==> config.mk <==
export PLATFORM = sky130hd
export DESIGN_NAME = id_operand_stage
export DESIGN_NICKNAME = d
export VERILOG_FILES = /design/src/rtl/id_pkg.sv /design/src/rtl/id_fwd_mux.sv /design/src/rtl/id_operand_stage.sv
export SDC_FILE = /design/constraint.sdc
export NUM_CORES = 1
export LEC_CHECK = 0
export CAP_MARGIN = 20
export CORE_UTILIZATION = 24
export CTS_CLUSTER_SIZE = 16
export DETAILED_ROUTE_END_ITERATION = 16
export SYNTH_ARGS = -nofsm -noshare
export SYNTH_HDL_FRONTEND = slang
export SYNTH_HIERARCHICAL = 1
export SYNTH_SLANG_ARGS = --single-unit
==> constraint.sdc <==
create_clock -name clk -period 5.25 [get_ports clk]
set_input_delay 0.7875 -clock clk [delete_from_list [all_inputs] [get_ports clk]]
set_output_delay 0.7875 -clock clk [all_outputs]
set_load 0.01 [all_outputs]
==> src/rtl/id_pkg.sv <==
// Shared types and constants for the decode/operand stage: FSM states,
// instruction register-field positions and default widths.
package id_pkg;

  localparam int DATA_W_DEF  = 32;
  localparam int PC_W_DEF    = 32;
  localparam int NUM_FWD_DEF = 3;
  localparam int CNT_W_DEF   = 16;

  localparam int REG_AW = 5;
  localparam int RS_LSB = 21;  // rs = inst[25:21]
  localparam int RT_LSB = 16;  // rt = inst[20:16]

  typedef enum logic [1:0] {
    ST_EMPTY     = 2'd0,
    ST_ISSUE     = 2'd1,
    ST_HOLD      = 2'd2,
    ST_INTERLOCK = 2'd3
  } id_state_e;

  function automatic logic [REG_AW-1:0] inst_rs(input logic [31:0] inst);
    return inst[RS_LSB +: REG_AW];
  endfunction

  function automatic logic [REG_AW-1:0] inst_rt(input logic [31:0] inst);
    return inst[RT_LSB +: REG_AW];
  endfunction

endpackage

==> src/rtl/id_fwd_mux.sv <==
// Per-operand bypass select: the lowest-index writer of the address wins,
// falling back to the regfile; register zero always reads as zero.
module id_fwd_mux
  import id_pkg::*;
#(
  parameter int DATA_W  = DATA_W_DEF,
  parameter int NUM_FWD = NUM_FWD_DEF
) (
  input  logic [REG_AW-1:0]                   addr_i,
  input  logic [DATA_W-1:0]                   rf_rdata_i,
  input  logic [NUM_FWD-1:0]                  fwd_we_i,
  input  logic [NUM_FWD-1:0][REG_AW-1:0]      fwd_waddr_i,
  input  logic [NUM_FWD-1:0][DATA_W-1:0]      fwd_wdata_i,
  input  logic [NUM_FWD-1:0]                  fwd_pending_i,
  output logic [DATA_W-1:0]                   opnd_o,
  output logic                                pending_o
);

  always_comb begin
    opnd_o    = rf_rdata_i;
    pending_o = 1'b0;
    // Walk oldest to youngest so the youngest match is the one left standing.
    for (int i = NUM_FWD - 1; i >= 0; i--) begin
      if (fwd_we_i[i] && (fwd_waddr_i[i] == addr_i)) begin
        opnd_o    = fwd_wdata_i[i];
        pending_o = fwd_pending_i[i];
      end
    end
    if (addr_i == '0) begin
      opnd_o    = '0;
      pending_o = 1'b0;
    end
  end

endmodule

==> src/rtl/id_operand_stage.sv <==
// Decode/operand stage: holds one instruction, reads and bypasses its two
// source operands, interlocks on pending results and counts stall cycles.
module id_operand_stage
  import id_pkg::*;
#(
  parameter int DATA_W  = DATA_W_DEF,
  parameter int PC_W    = PC_W_DEF,
  parameter int NUM_FWD = NUM_FWD_DEF,
  parameter int CNT_W   = CNT_W_DEF
) (
  input  logic                           clk,
  input  logic                           rst,
  input  logic                           flush,
  input  logic                           stall_in,
  input  logic                           valid_in,
  input  logic [PC_W-1:0]                pc_in,
  input  logic [31:0]                    inst_in,
  output logic [REG_AW-1:0]              raddr1,
  output logic [REG_AW-1:0]              raddr2,
  input  logic [DATA_W-1:0]              rf_rdata1,
  input  logic [DATA_W-1:0]              rf_rdata2,
  input  logic [NUM_FWD-1:0]             fwd_we,
  input  logic [NUM_FWD-1:0][REG_AW-1:0] fwd_waddr,
  input  logic [NUM_FWD-1:0][DATA_W-1:0] fwd_wdata,
  input  logic [NUM_FWD-1:0]             fwd_pending,
  output logic                           out_valid,
  output logic [PC_W-1:0]                out_pc,
  output logic [31:0]                    out_inst,
  output logic [DATA_W-1:0]              out_opa,
  output logic [DATA_W-1:0]              out_opb,
  output logic                           stallreq,
  output logic [CNT_W-1:0]               stall_cnt
);

  id_state_e         state_q, state_d;
  logic [PC_W-1:0]   id_pc_q, id_pc_d;
  logic [31:0]       inst_hold_q, inst_hold_d;
  logic              inst_held_q, inst_held_d;
  logic [CNT_W-1:0]  stall_cnt_q, stall_cnt_d;

  logic              id_valid, advance;
  logic [31:0]       inst;
  logic [DATA_W-1:0] opa, opb;
  logic              pend_a, pend_b;

  // The FSM doubles as the valid bit: every non-EMPTY state holds an instruction.
  assign id_valid = (state_q != ST_EMPTY);

  // SRAM data is only valid the cycle after capture, so it is latched on a stall.
  assign inst   = inst_held_q ? inst_hold_q : inst_in;
  assign raddr1 = inst_rs(inst);
  assign raddr2 = inst_rt(inst);

  id_fwd_mux #(.DATA_W(DATA_W), .NUM_FWD(NUM_FWD)) u_fwd_a (
    .addr_i        (raddr1),
    .rf_rdata_i    (rf_rdata1),
    .fwd_we_i      (fwd_we),
    .fwd_waddr_i   (fwd_waddr),
    .fwd_wdata_i   (fwd_wdata),
    .fwd_pending_i (fwd_pending),
    .opnd_o        (opa),
    .pending_o     (pend_a)
  );

  id_fwd_mux #(.DATA_W(DATA_W), .NUM_FWD(NUM_FWD)) u_fwd_b (
    .addr_i        (raddr2),
    .rf_rdata_i    (rf_rdata2),
    .fwd_we_i      (fwd_we),
    .fwd_waddr_i   (fwd_waddr),
    .fwd_wdata_i   (fwd_wdata),
    .fwd_pending_i (fwd_pending),
    .opnd_o        (opb),
    .pending_o     (pend_b)
  );

  assign stallreq  = ~rst & id_valid & (pend_a | pend_b);
  assign advance   = ~stall_in & ~stallreq;
  assign out_valid = ~rst & id_valid & ~stallreq;

  assign out_pc    = out_valid ? id_pc_q : '0;
  assign out_inst  = out_valid ? inst    : '0;
  assign out_opa   = out_valid ? opa     : '0;
  assign out_opb   = out_valid ? opb     : '0;
  assign stall_cnt = stall_cnt_q;

  always_comb begin
    state_d = state_q;
    if (flush)          state_d = ST_EMPTY;
    else if (advance)   state_d = valid_in ? ST_ISSUE : ST_EMPTY;
    else if (!id_valid) state_d = ST_EMPTY;
    else if (stallreq)  state_d = ST_INTERLOCK;
    else                state_d = ST_HOLD;
  end

  always_ff @(posedge clk) begin
    if (rst) state_q <= ST_EMPTY;
    else     state_q <= state_d;
  end

  always_comb begin
    id_pc_d     = id_pc_q;
    inst_hold_d = inst_hold_q;
    inst_held_d = inst_held_q;
    if (flush) begin
      inst_held_d = 1'b0;
    end else if (advance) begin
      id_pc_d     = pc_in;
      inst_held_d = 1'b0;
    end else if (id_valid && !inst_held_q) begin
      inst_hold_d = inst_in;
      inst_held_d = 1'b1;
    end
    // Counts regardless of flush; saturates instead of wrapping.
    stall_cnt_d = stall_cnt_q;
    if (stallreq && (stall_cnt_q != {CNT_W{1'b1}}))
      stall_cnt_d = stall_cnt_q + CNT_W'(1);
  end

  always_ff @(posedge clk) begin
    if (rst) begin
      id_pc_q     <= '0;
      inst_hold_q <= '0;
      inst_held_q <= 1'b0;
      stall_cnt_q <= '0;
    end else begin
      id_pc_q     <= id_pc_d;
      inst_hold_q <= inst_hold_d;
      inst_held_q <= inst_held_d;
      stall_cnt_q <= stall_cnt_d;
    end
  end

endmodule

==> results.txt, run 1 <==
Global-route wire length before repair: 50600 um. The worst hold path was traced through 2 stages. On the final layout, the worst clock skew is 0.0178 ns. The clock latency of the later-clocked register in the worst-skew pair is 0.35 ns. The run finished with clean final reports. The cell area that synthesis handed to floorplanning was 7180 um2. Global routing used 21.3% of the available tracks across all layers. Pin placement for this block handled 406 I/O pins. The launch instance of the worst register-to-register path is inst_held_q. The number of violations reported at the end of detailed-routing iteration 0 is 544, and the depth of the CTS H-tree is 3. Max-cap violations in this run came to 0. Wire segments on met3 add up to 2480 um in the final route. The count of buffers added on input and output ports is 405. The routed length on met2 is 16500 um, and the cell depth of the worst flop-to-flop path is 12. The tools report the total number of nets in the final design as 1542.

TritonCTS built the clock tree. The tools report the sum of routed wire length over all layers as 34100 um. For the number of hold violations in the final report, the log shows 0.

The area of the core region is 29100 um2, and the layout cell share with drive strength beyond 1 is 10.3%. Setup repair after global routing left no endpoint under its margin. The worst register-to-register path ends at stall_cnt[9]. The number of iterations in the first detailed-routing pass was 6; the final setup TNS was 0 ns.

After legalization and detailed placement, the total HPWL measured 25100 um. The number of cell rows is 62, and the overall via count from detail_route is 8509. The synthesis warning total was 6; the final-layout fill cell count was 3005.

The startpoint identified for the worst hold timing path is id_pc_q[14]. Entering global routing, the biggest net connects 75 pins. In this run the power density over the cells is 154 nW/um2.

IR analysis of the VDD net gives a maximum drop of 0.134 mV. The run gives 43.8% as the worst relative slew slack. Relative to the synthesized area, the layout overhead comes to 65.7%. The fraction of the yosys area taken by sequential cells is 23.2%.

The netlist uses 47 different library cells. The floorplan step defined a die boundary enclosing 30600 um2. In the synthesized netlist the async set-or-reset flop fraction comes to 0%. The critical path capture point type is a primary output. The clock net in this run drives a total of 83 sinks. The library cell used most frequently in the layout, excluding fill and tap cells, is sky130_fd_sc_hd__clkdlybuf4s50_1. The tools report the endpoint of the worst hold-timing path as id_pc_q[14]. The clock-pin slew on the worst setup and hold paths was 0.07 ns. In the layout the commonest cells are sky130_fd_sc_hd__clkdlybuf4s50_1, sky130_fd_sc_hd__nand2_1, sky130_fd_sc_hd__and2_1.

The run gives 0.00183 W as the total design power. The top fanout value on the critical path works out to 58. Weighted congestion reported at the end of routability-driven placement: 0.874. The most used flip-flop cell after synthesis is sky130_fd_sc_hd__dfxtp_1. The synthesized design contains 0 enable-type register cells. The overall die height is 175 um, and the initial antenna violation count is 6. The post-cts resize count is 0. The tools report the static leakage as 4.39 nW. The post-layout minimum cycle time is 5.06 ns. The number of instances in the synthesized netlist is 939.

The worst path uses 96.4% of the clock period. For the effective utilization at floorplan, the log shows 24.7%. For the pin with the worst max-slew slack, the measured transition is 0.844 ns. The run gives 0 as the total overflow reported by the global router. The longest clock path from root to sink contains 2 buffers. After detailed routing, the number of remaining DRC violations is 0. Measured along the x axis, the die boundary spans 175 um.

After synthesis the netlist holds a flip-flop and latch count of 83. After clock tree synthesis, the flow added hold-fix buffers numbering 0. The final number of setup-violating endpoints was 0; the wire length the detailed router placed on met1 was 14500 um. Highest routing layer actually used: met5. The worst setup path is launched from an input port.

The multi-input combinational cells in the finished layout cover a total of 5110 um2. Dividing the synthesized area by the synthesized cell count gives 7.64 um2. Timing would allow up to 198 MHz.

The critical path in this run is classified as input port to primary output. For the worst setup path, the data required time is 4.46 ns. The CTS buffer count is 9, and the number of vias per cell after detailed routing is 5.05. The data arrival time of the critical path is 4.27 ns. The path class of the tightest hold or removal check is register to register. Dividing the detail-routed wire length by the instance count gives 20.2 um. The via count of the first global-routing pass came out at 8384. The sequential cell area came out at 1670 um2. The count of final max-slew check failures was 0. When the netlist entered floorplanning its net count stood at 1190. The run gives 0 as the remaining antenna violation count.

The tree is rooted in a sky130_fd_sc_hd__clkbuf_16. Once the clock tree was built, the setup fixing pass inserted 0 buffers. The minimum setup slack among reg-to-reg paths was 0.97 ns.
==> sequential cells by signal, summed over array words and instances, names as in the netlist <==
| signal | cells |
|---|---|
| id_pc_q | 32 |
| inst_held_q | 1 |
| state_q | 2 |
| stall_cnt | 16 |
| inst_hold_q | 32 |
==> final cells by class <==
cell class | instances | share of cell area [%]
clock buffers | 9 | 1.89
inverters | 7 | 0.221
well taps | 384 | 4.04
clock inverters | 7 | 0.758
repair buffers | 432 | 36.0
flip-flops and latches | 83 | 14.0
multi-input cells | 758 | 43.0
diodes | 6 | 0.126
==> layer usage <==
layer	vias to the layer above	track usage, %
met1	4017	26.9
li1	4084	-
met4	2	6.45
met3	42	4.77
met5	-	0
met2	364	35.8
==> how the worst max path moves through the flow <==
stage	startpoint	end	slack, ns	cells after the start
2_1_floorplan	inst_in[18]	out_inst[16]	0.95	13
3_3_place_gp	inst_in[20]	out_opb[0]	0.25	11
3_5_place_dp	inst_in[20]	out_opb[0]	0.19	11
4_1_cts	inst_held_q	out_opb[0]	0.09	10
5_1_grt	inst_in[25]	stallreq	0.03	13
6_report	inst_in[20]	out_opb[1]	0.19	13
==> cells in the mapped netlist, types with 2 or more instances <==
cell type	number	area share, %
sky130_fd_sc_hd__nand2_1	140	7.3
sky130_fd_sc_hd__dfxtp_1	83	23
sky130_fd_sc_hd__o311ai_0	2	0.24
sky130_fd_sc_hd__nor4_1	5	0.44
sky130_fd_sc_hd__nor3_1	8	0.56
sky130_fd_sc_hd__o211ai_1	5	0.52
sky130_fd_sc_hd__or2_2	2	0.17
sky130_fd_sc_hd__or4_1	10	1.0
sky130_fd_sc_hd__buf_1	2	0.10
sky130_fd_sc_hd__xor2_1	16	2.0
sky130_fd_sc_hd__o21ai_0	7	0.49
sky130_fd_sc_hd__nand4_1	69	6.0
sky130_fd_sc_hd__and3_1	2	0.17
sky130_fd_sc_hd__inv_1	6	0.31
sky130_fd_sc_hd__or3_1	2	0.17
sky130_fd_sc_hd__a211o_4	2	0.49
sky130_fd_sc_hd__a21oi_1	77	5.4
sky130_fd_sc_hd__o41ai_1	3	0.37
sky130_fd_sc_hd__buf_2	11	0.77
sky130_fd_sc_hd__and2_1	106	9.2
sky130_fd_sc_hd__o31ai_1	7	0.73
sky130_fd_sc_hd__or2_1	2	0.17
sky130_fd_sc_hd__or3b_1	2	0.24
sky130_fd_sc_hd__mux2i_1	86	12
sky130_fd_sc_hd__clkbuf_1	69	3.6
sky130_fd_sc_hd__a211oi_1	2	0.21
sky130_fd_sc_hd__nand3_1	74	5.2
sky130_fd_sc_hd__buf_6	9	1.4
sky130_fd_sc_hd__xnor2_1	14	1.7
sky130_fd_sc_hd__a31oi_1	2	0.17
sky130_fd_sc_hd__o211ai_2	60	10
sky130_fd_sc_hd__nor2_1	30	1.6
sky130_fd_sc_hd__mux2_2	10	1.6
==> power by group <==
part	total [W]	internal (W)	switching, W
Combinational	0.000493	0.000285	0.000208
Sequential	0.000650	0.000643	0.00000707
Clock	0.000690	0.000384	0.000306
==> kinds of logic after synthesis <==
kind of cell    Yosys count  share of synthesized area, %
compound gates          174                          20.2
xor+xnor                 30                          3.66
fa+ha+maj                 1                         0.174
buf+inv                  98                          6.26
flops                    83                          23.2
mux                      96                          13.6
simple gates            457                          33.0
==> worst max-delay path, stage by stage <==
cell and delay, ns:
sky130_fd_sc_hd__clkdlybuf4s50_1 0.42, sky130_fd_sc_hd__mux2_2 0.31, sky130_fd_sc_hd__buf_4 0.16, sky130_fd_sc_hd__xor2_1 0.15
sky130_fd_sc_hd__nor4_1 0.25, sky130_fd_sc_hd__and3_1 0.24, sky130_fd_sc_hd__or3b_1 0.12, sky130_fd_sc_hd__a31oi_1 0.13
sky130_fd_sc_hd__or4_1 0.56, sky130_fd_sc_hd__inv_2 0.13, sky130_fd_sc_hd__buf_12 0.22, sky130_fd_sc_hd__and2_1 0.20
sky130_fd_sc_hd__clkdlybuf4s50_1 0.54
==> through the flow <==
| step | hold slack (ns) | util (%) | cell area, um2 | instances | worst slack (ns) |
|---|---|---|---|---|---|
| floorplan | 0.432 | - | 7180 | 939 | 0.953 |
| global placement | 0.437 | 39.7 | 11600 | 1664 | 0.245 |
| detailed placement | 0.444 | 39.7 | 11600 | 1664 | 0.189 |
| CTS | 0.452 | 40.8 | 11900 | 1680 | 0.0920 |
| global route | 0.473 | 40.9 | 11900 | 1685 | 0.0287 |
| finish | 0.450 | 40.9 | 11900 | 1686 | 0.188 |
Note: power is estimated with default switching activity, not from simulation.
==> run 2: changes to the inputs <==
--- a/config.mk
+++ b/config.mk
@@ -9,6 +9,7 @@
 export CORE_UTILIZATION = 24
 export CTS_CLUSTER_SIZE = 16
 export DETAILED_ROUTE_END_ITERATION = 16
+export PLACE_DENSITY_LB_ADDON = 0.25
 export SYNTH_ARGS = -nofsm -noshare
 export SYNTH_HDL_FRONTEND = slang
 export SYNTH_HIERARCHICAL = 1
==> constraint.sdc (replaced) <==
create_clock -name clk -period 4.6 [get_ports clk]
set_input_delay 0.69 -clock clk [delete_from_list [all_inputs] [get_ports clk]]
set_output_delay 0.69 -clock clk [all_outputs]
set_load 0.01 [all_outputs]
==> results.txt, run 2 (synthesized netlist as in run 1, its figures left out) <==
The tools report the max capacitance violation total as 0 (unchanged). The instance count on the critical path came out at 12 (was 13). The critical path capture point type was a primary output (unchanged).

For the minimum setup slack among reg-to-reg paths, the log shows 0.72 ns (was 0.97 ns). The run gives 8463 (was 8384) as the via count of the first global-routing pass. The number of hold violations in the final report is 0 (unchanged), and the number of iterations in the first detailed-routing pass is 6 (unchanged). The category of the critical setup timing path was input port to primary output (unchanged).

Sum of routed wire length over all layers: 35200 um (was 34100 um). Most prevalent standard cell on the critical path: sky130_fd_sc_hd__clkdlybuf4s50_1 (unchanged). The run gives 0 (unchanged) as the count of final max-slew check failures. The flow ran to the end, and the final reports show no timing, DRC or antenna violations.

For the area of the core region, the log shows 29100 um2 (unchanged). The transition time at the pin with the least slew margin came out at 0.726 ns (was 0.844 ns). Most used cells in the layout excluding fill and tap cells: sky130_fd_sc_hd__clkdlybuf4s50_1, sky130_fd_sc_hd__nand2_1, sky130_fd_sc_hd__and2_1 (unchanged). The overall die height was 175 um (unchanged). The nature of the critical path startpoint is an input port (unchanged).

Final standard cell utilization of the core: 43.3% (was 40.9%). The worst endpoint required time was 3.91 ns (was 4.46 ns). The total buffers and inverters traversed by the critical path was 4 (was 5). The CTS buffer count is 9 (unchanged).

The final cycle utilization of the critical path was 99.2%. The data arrival time of the critical path is 3.87 ns (was 4.27 ns). Pin count of the biggest net entering global routing: 65 (was 75). The largest incremental delay on the critical path is 0.58 ns (was 0.56 ns). The power density relative to cell area was 167 nW/um2 (was 154 nW/um2). The commonest non-fill, non-tap cell in the layout was sky130_fd_sc_hd__clkdlybuf4s50_1 (unchanged).

The die boundary width came out at 175 um (unchanged). The tools report the capturing element of the worst setup path as out_pc[25] (was out_opb[1]). The final cell area excluding filler cells came out at 12600 um2 (was 11900 um2). Setup repair after global routing could not meet its margin everywhere. The maximum vdd ir drop was 0.159 mV (was 0.134 mV); the final number of setup-violating endpoints was 0 (unchanged).

The tools report the clock tree skew after final layout as 0.0104 ns (was 0.0178 ns). The detailed placement HPWL was 25600 um (was 25100 um). The tools report the total overflow reported by the global router as 0 (unchanged). The run gives 406 (unchanged) as the number of ports placed on the die boundary. The logs give 6.47 nW (was 4.39 nW) for the static leakage and 51000 um (was 50600 um) for the global-route wire length before repair. TritonCTS built the clock tree. The tools report the master cell of the clock root buffer as sky130_fd_sc_hd__clkbuf_16 (unchanged). The overall via count from detail_route is 8672 (was 8509). For the weighted congestion reported at the end of routability-driven placement, the log shows 0.886 (was 0.874).

Critical-path cell list: clkdlybuf4s50_1 > mux2_2 > xor2_1 > nor4_1 > and3_1 > or3b_1 > a31oi_2 > or4_4 > clkinv_8 > buf_12 > and2_1 > clkdlybuf4s50_1 (was clkdlybuf4s50_1 > mux2_2 > buf_4 > xor2_1 > nor4_1 > and3_1 > or3b_1 > a31oi_1 > or4_1 > inv_2 > buf_12 > and2_1 > clkdlybuf4s50_1). Top cell family by delay on the critical path: simple AND/OR/NAND/NOR gates (was buffers and inverters). The clock period could shrink to 4.56 ns.

The number of buffers inserted by hold repair at cts is 0 (unchanged). The tools report the clock latency of the later-clocked register in the worst-skew pair as 0.35 ns (about the same). The CTS sink count is 83 (unchanged).

The final-layout fill cell count is 2949 (was 3005), and the total placed instance area is 11900 um2 (was 11600 um2). The tools report the post-detailed-route DRC marker count as 0 (unchanged). The tools report the depth of the CTS H-tree as 3 (unchanged).

The number of vias per cell after detailed routing was 5.02 (was 5.05); the remaining antenna violation count was 0 (unchanged). The clock-pin slew on the worst setup and hold paths works out to 0.06 ns (was 0.07 ns). For this run, the top clock speed supported by timing is 219 MHz.

The number of buffers added on ports is 405 (unchanged). The slowest library cell on the worst path is sky130_fd_sc_hd__or4_4 (was sky130_fd_sc_hd__or4_1). The overall global routing resource usage was 21.4% (was 21.3%); the layout cell share with drive strength beyond 1 was 13.4% (was 10.3%).

For the area of the die, the log shows 30600 um2 (unchanged). The class of the tightest hold or removal check is register to register (unchanged). The worst relative slew slack is 51.6% (was 43.8%), and the growth of design area from synthesis to finish is 75.7% (was 65.7%). The initial antenna violation count was 9 (was 6); the top fanout value on the critical path was 23 (was 58).

The maximum clock insertion buffer count was 2 (unchanged). The tools report the number of cell rows as 62 (unchanged). The tools report the number of violations reported at the end of detailed-routing iteration 0 as 474 (was 544). Launch instance of the worst register-to-register path: inst_held_q (unchanged).

The total number of nets in the final design is 1583 (was 1542). The cell depth of the worst flop-to-flop path is 12 (unchanged). Critical path startpoint: inst_in[20] (unchanged). For the effective utilization at floorplan, the log shows 24.7% (unchanged). The critical register-to-register path endpoint is stall_cnt[7] (was stall_cnt[9]). The wire length per cell was 20.4 um (was 20.2 um). The start point of the worst min-delay path was id_pc_q[20] (was id_pc_q[14]).
-- run 2: changes by cell type in the layout (fill, tap and decap cells not counted), moves of 11 or more --
cell / before / now
sky130_fd_sc_hd__buf_4: 25 / 56
sky130_fd_sc_hd__clkdlybuf4s50_1: 404 / 296
sky130_fd_sc_hd__dlygate4sd2_1: 0 / 11
sky130_fd_sc_hd__dlymetal6s2s_1: 0 / 96
-- run 2: report_power, final --
part / internal (W) / switching [W]
sequential: 0.000734 / 0.00000785
clock: 0.000432 / 0.000340
combinational: 0.000348 / 0.000249
total: 0.00151 / 0.000596
-- run 2: worst min-delay path by stage --
stage / cells after the start / slack, ns / end
2_1_floorplan: 2 / 0.43 / id_pc_q[0]
3_3_place_gp: 2 / 0.44 / id_pc_q[27]
3_5_place_dp: 2 / 0.44 / inst_hold_q[18]
4_1_cts: 2 / 0.45 / id_pc_q[19]
5_1_grt: 2 / 0.47 / id_pc_q[27]
6_report: 2 / 0.45 / id_pc_q[20]
-- run 2: metal layers --
metal / global-route usage (%) / routed length (um) / vias to the layer above
met5: 0 / 22 / -
met4: 8.22 / 997 / 4
met3: 4.42 / 2680 / 52
met2: 35.7 / 16800 / 417
met1: 26.9 / 14700 / 4038
li1: - / - / 4161
-- run 2: final cells by class --
type | count | area (um2) | share of cell area [%]
repair buffers | 473 | 4950 | 39.3
flip-flops and latches | 83 | 1660 | 13.2
clock buffers | 9 | 225 | 1.79
diodes | 6 | 15.0 | 0.119
well taps | 384 | 480 | 3.81
clock inverters | 6 | 78.8 | 0.625
inverters | 7 | 38.8 | 0.308
multi-input cells | 758 | 5160 | 40.9
-- run 2: tightest hold or removal path, delay by kind of cell, from the launching register on --
| family | cells | cell delay [ns] |
|---|---|---|
| AO/OA/AOI/OAI | 1 | 0.05 |
| AND/OR/NAND/NOR | 1 | 0.05 |
| flip-flops | 1 | 0.31 |
-- run 2: what timing repair did --
action | 4_1_cts | 5_1_grt
gates resized for setup | 15 | 112
endpoints found under the setup margin | 107 | 119
endpoints found under the hold margin | 0 | 0
gates cloned | 1 | 4
pin swaps | 0 | 6
buffers inserted | 0 | 3
-- run 2: metrics by stage --
stage               hold WS [ns]  total power [W]  TNS (ns)  setup slack (ns)  std cells
global placement           0.437          0.00134     -1.70           -0.0990       1697
detailed placement         0.443          0.00134     -1.72           -0.0638       1697
finish                     0.453          0.00211         0            0.0381       1726
floorplan                  0.432         0.000980         0             0.451        939
CTS                        0.453          0.00213     -2.08           -0.0786       1713
global route               0.469          0.00220    -0.255           -0.0664       1725
==> run 3: changes to the inputs <==
--- a/config.mk
+++ b/config.mk
@@ -9,7 +9,7 @@
 export CORE_UTILIZATION = 24
 export CTS_CLUSTER_SIZE = 16
 export DETAILED_ROUTE_END_ITERATION = 16
-export PLACE_DENSITY_LB_ADDON = 0.25
+export PLACE_DENSITY = 0.53
 export SYNTH_ARGS = -nofsm -noshare
 export SYNTH_HDL_FRONTEND = slang
 export SYNTH_HIERARCHICAL = 1
==> results.txt, run 3 (synthesized netlist as in run 1, its figures left out) <==
The flow ran to the end, and the final reports show no timing, DRC or antenna violations. The initial antenna violation count is 8 (was 9). Top cell family by delay on the critical path: buffers and inverters (was simple AND/OR/NAND/NOR gates). Total number of nets in the final design: 1587 (was 1583). The commonest non-fill, non-tap cell in the layout is sky130_fd_sc_hd__clkdlybuf4s50_1 (unchanged). Die boundary width: 175 um (unchanged). The final cycle utilization of the critical path is 99.3% (was 99.2%). The switching portion of total power is 29.7% (was 28.3%). Area of the die: 30600 um2 (unchanged).

Overall global routing resource usage: 22.5% (was 21.4%). Cell count after placement: 1699 (was 1697). The run gives 8629 (was 8463) as the via count of the first global-routing pass. Smallest hold slack: 0.449 ns (was 0.453 ns). Total placed instance area: 11900 um2 (about the same). Maximum vdd ir drop: 0.158 mV (was 0.159 mV). Sum of routed wire length over all layers: 35700 um (was 35200 um). Power density relative to cell area: 171 nW/um2 (was 167 nW/um2).

The top fanout value on the critical path is 14 (was 23), and the static leakage is 5.34 nW (was 6.47 nW). The final setup TNS came out at 0 ns (unchanged). The logs give 1731 (was 1726) for the number of non-filler instances in the completed layout and 8659 (was 8672) for the overall via count from detail_route. The tools report the final cell area excluding filler cells as 12200 um2 (was 12600 um2). The number of buffers added on ports was 405 (unchanged). The master cell of the clock root buffer is sky130_fd_sc_hd__clkbuf_16 (unchanged). Global-route wire length before repair: 53000 um (was 51000 um).

The tools report the number of hold violations in the final report as 0 (unchanged). For the area of the core region, the log shows 29100 um2 (unchanged). The layout cell share with drive strength beyond 1 was 17.0% (was 13.4%). The run gives 3 (unchanged) as the depth of the CTS H-tree. The number of cell rows was 62 (unchanged). The final standard cell utilization of the core came out at 42.0% (was 43.3%). The tools report the power share of the clock group as 35.8% (was 36.6%).

The internal power contribution came out at 0.00147 W (was 0.00151 W). For the clock tree skew after final layout, the log shows 0.0134 ns (was 0.0104 ns). Class of the tightest hold or removal check: register to register (unchanged). The remaining antenna violation count was 0 (unchanged); the clock latency of the later-clocked register in the worst-skew pair was 0.36 ns (was 0.35 ns). The pin count of the biggest net entering global routing was 65 (unchanged); the post-layout minimum cycle time was 4.57 ns (was 4.56 ns). TritonCTS built the clock tree. For the detailed placement HPWL, the log shows 25800 um (was 25600 um). The most prevalent standard cell on the critical path is sky130_fd_sc_hd__buf_4 (was sky130_fd_sc_hd__clkdlybuf4s50_1). The overall die height was 175 um (unchanged). The logs give 3.91 ns (about the same) for the worst endpoint required time and 406 (unchanged) for the number of ports placed on the die boundary.

The tools report the CTS buffer count as 9 (unchanged). The critical path capture point type was a primary output (unchanged). The run gives 3028 (was 2949) as the final-layout fill cell count. Setup repair after global routing could not meet its margin everywhere. The logs give 28.7% (was 28.3%) for the combinational fraction of design power and 0 (unchanged) for the count of final max-slew check failures. CTS sink count: 83 (unchanged). The final number of setup-violating endpoints was 0 (unchanged). The category of the critical setup timing path is input port to primary output (unchanged). The worst relative slew slack is 50.5% (was 51.6%), and the growth of design area from synthesis to finish is 70.4% (was 75.7%).

Total buffers and inverters traversed by the critical path: 6 (was 4). The nature of the critical path startpoint was an input port (unchanged). The number of violations reported at the end of detailed-routing iteration 0 was 427 (was 474); the post-detailed-route DRC marker count was 0 (unchanged). The run gives 219 MHz (about the same) as the highest clock frequency the design can meet. The largest incremental delay on the critical path came out at 0.43 ns (was 0.58 ns). The clock-pin slew on the worst setup and hold paths is 0.06 ns (about the same). The run gives 2 (unchanged) as the maximum clock insertion buffer count.

Slowest library cell on the worst path: sky130_fd_sc_hd__or3b_4 (was sky130_fd_sc_hd__or4_4). For the net switching power of the design, the log shows 0.000619 W (was 0.000596 W). The effective utilization at floorplan is 24.7% (unchanged).

Critical-path cell list: clkdlybuf4s50_1 > mux2_4 > buf_4 > xor2_1 > nor4_2 > nand3_2 > or3b_4 > a31oi_4 > or4_4 > inv_8 > buf_4 > bufbuf_16 > and2_1 > clkdlybuf4s15_1 (was clkdlybuf4s50_1 > mux2_2 > xor2_1 > nor4_1 > and3_1 > or3b_1 > a31oi_2 > or4_4 > clkinv_8 > buf_12 > and2_1 > clkdlybuf4s50_1). The number of iterations in the first detailed-routing pass was 5 (was 6); the transition time at the pin with the least slew margin was 0.743 ns (was 0.726 ns). The wire length per cell came out at 20.6 um (was 20.4 um). The sequential group share of total power is 35.6% (was 35.1%), and the weighted congestion reported at the end of routability-driven placement is 0.868 (was 0.886). Total overflow reported by the global router: 0 (unchanged). The max capacitance violation total is 0 (unchanged). The number of vias per cell after detailed routing was 5.00 (was 5.02). Most used cells in the layout excluding fill and tap cells: sky130_fd_sc_hd__clkdlybuf4s50_1, sky130_fd_sc_hd__nand2_1, sky130_fd_sc_hd__and2_1 (unchanged). For the data arrival time of the critical path, the log shows 3.88 ns (was 3.87 ns).
==> run 3: what timing repair did <==
item	CTS	global route
pin swaps	5	7
cloned	4	0
hold buffers	0	0
setup buffers	5	1
gates resized for setup	120	111
endpoints found under the setup margin	130	66
==> run 3: worst min-delay path, stage by stage (launching register included) <==
cell and delay (ns):
sky130_fd_sc_hd__dfxtp_1 0.30, sky130_fd_sc_hd__nand2_1 0.05, sky130_fd_sc_hd__a21oi_1 0.05
==> run 3: final timing paths <==
check                            startpoint           end  slack [ns]  cells past startpoint
worst max-delay path            inst_in[20]    out_opa[6]        0.03                     14
worst min-delay path            id_pc_q[28]   id_pc_q[28]        0.45                      2
worst max register to register  inst_held_q  stall_cnt[9]        0.62                     12
worst min register to register  id_pc_q[28]   id_pc_q[28]        0.45                      2
==> run 3: final cells by class <==
cell class                      count  area, um2  share of cell area (%)
Antenna cell                        6       15.0                   0.123
Multi-Input combinational cell    759       5210                    42.6
Inverter                            7       33.8                   0.276
Tap cell                          384        480                    3.93
Sequential cell                    83       1670                    13.6
Timing Repair Buffer              476       4530                    37.0
Clock inverter                      7       70.1                   0.573
Clock buffer                        9        225                    1.84
==> run 3: metal layers <==
| layer | vias up | GRT usage (%) | share of wire, % |
|---|---|---|---|
| li1 | 4184 | - | - |
| met1 | 4110 | 27.1 | 41 |
| met2 | 317 | 39.1 | 50 |
| met3 | 46 | 4.74 | 6.4 |
| met4 | 2 | 8.41 | 2.2 |
| met5 | - | 0 | 0.022 |
==> run 3: through the flow <==
step,setup WS [ns],power [W]
after floorplan,0.451,0.000980
after CTS,-0.0992,0.00210
after global routing,-0.0787,0.00217
after global placement,-0.204,0.00134
after detailed placement,-0.235,0.00135
final,0.0327,0.00208
==> run 3: power by group through the flow <==
stage	clock network, W	logic (W)	registers, W
after floorplan	0	0.000225	0.000755
after detailed placement	0	0.000587	0.000759
after global routing	0.000788	0.000638	0.000743
after CTS	0.000763	0.000598	0.000742
final	0.000745	0.000598	0.000741
after global placement	0	0.000585	0.000759
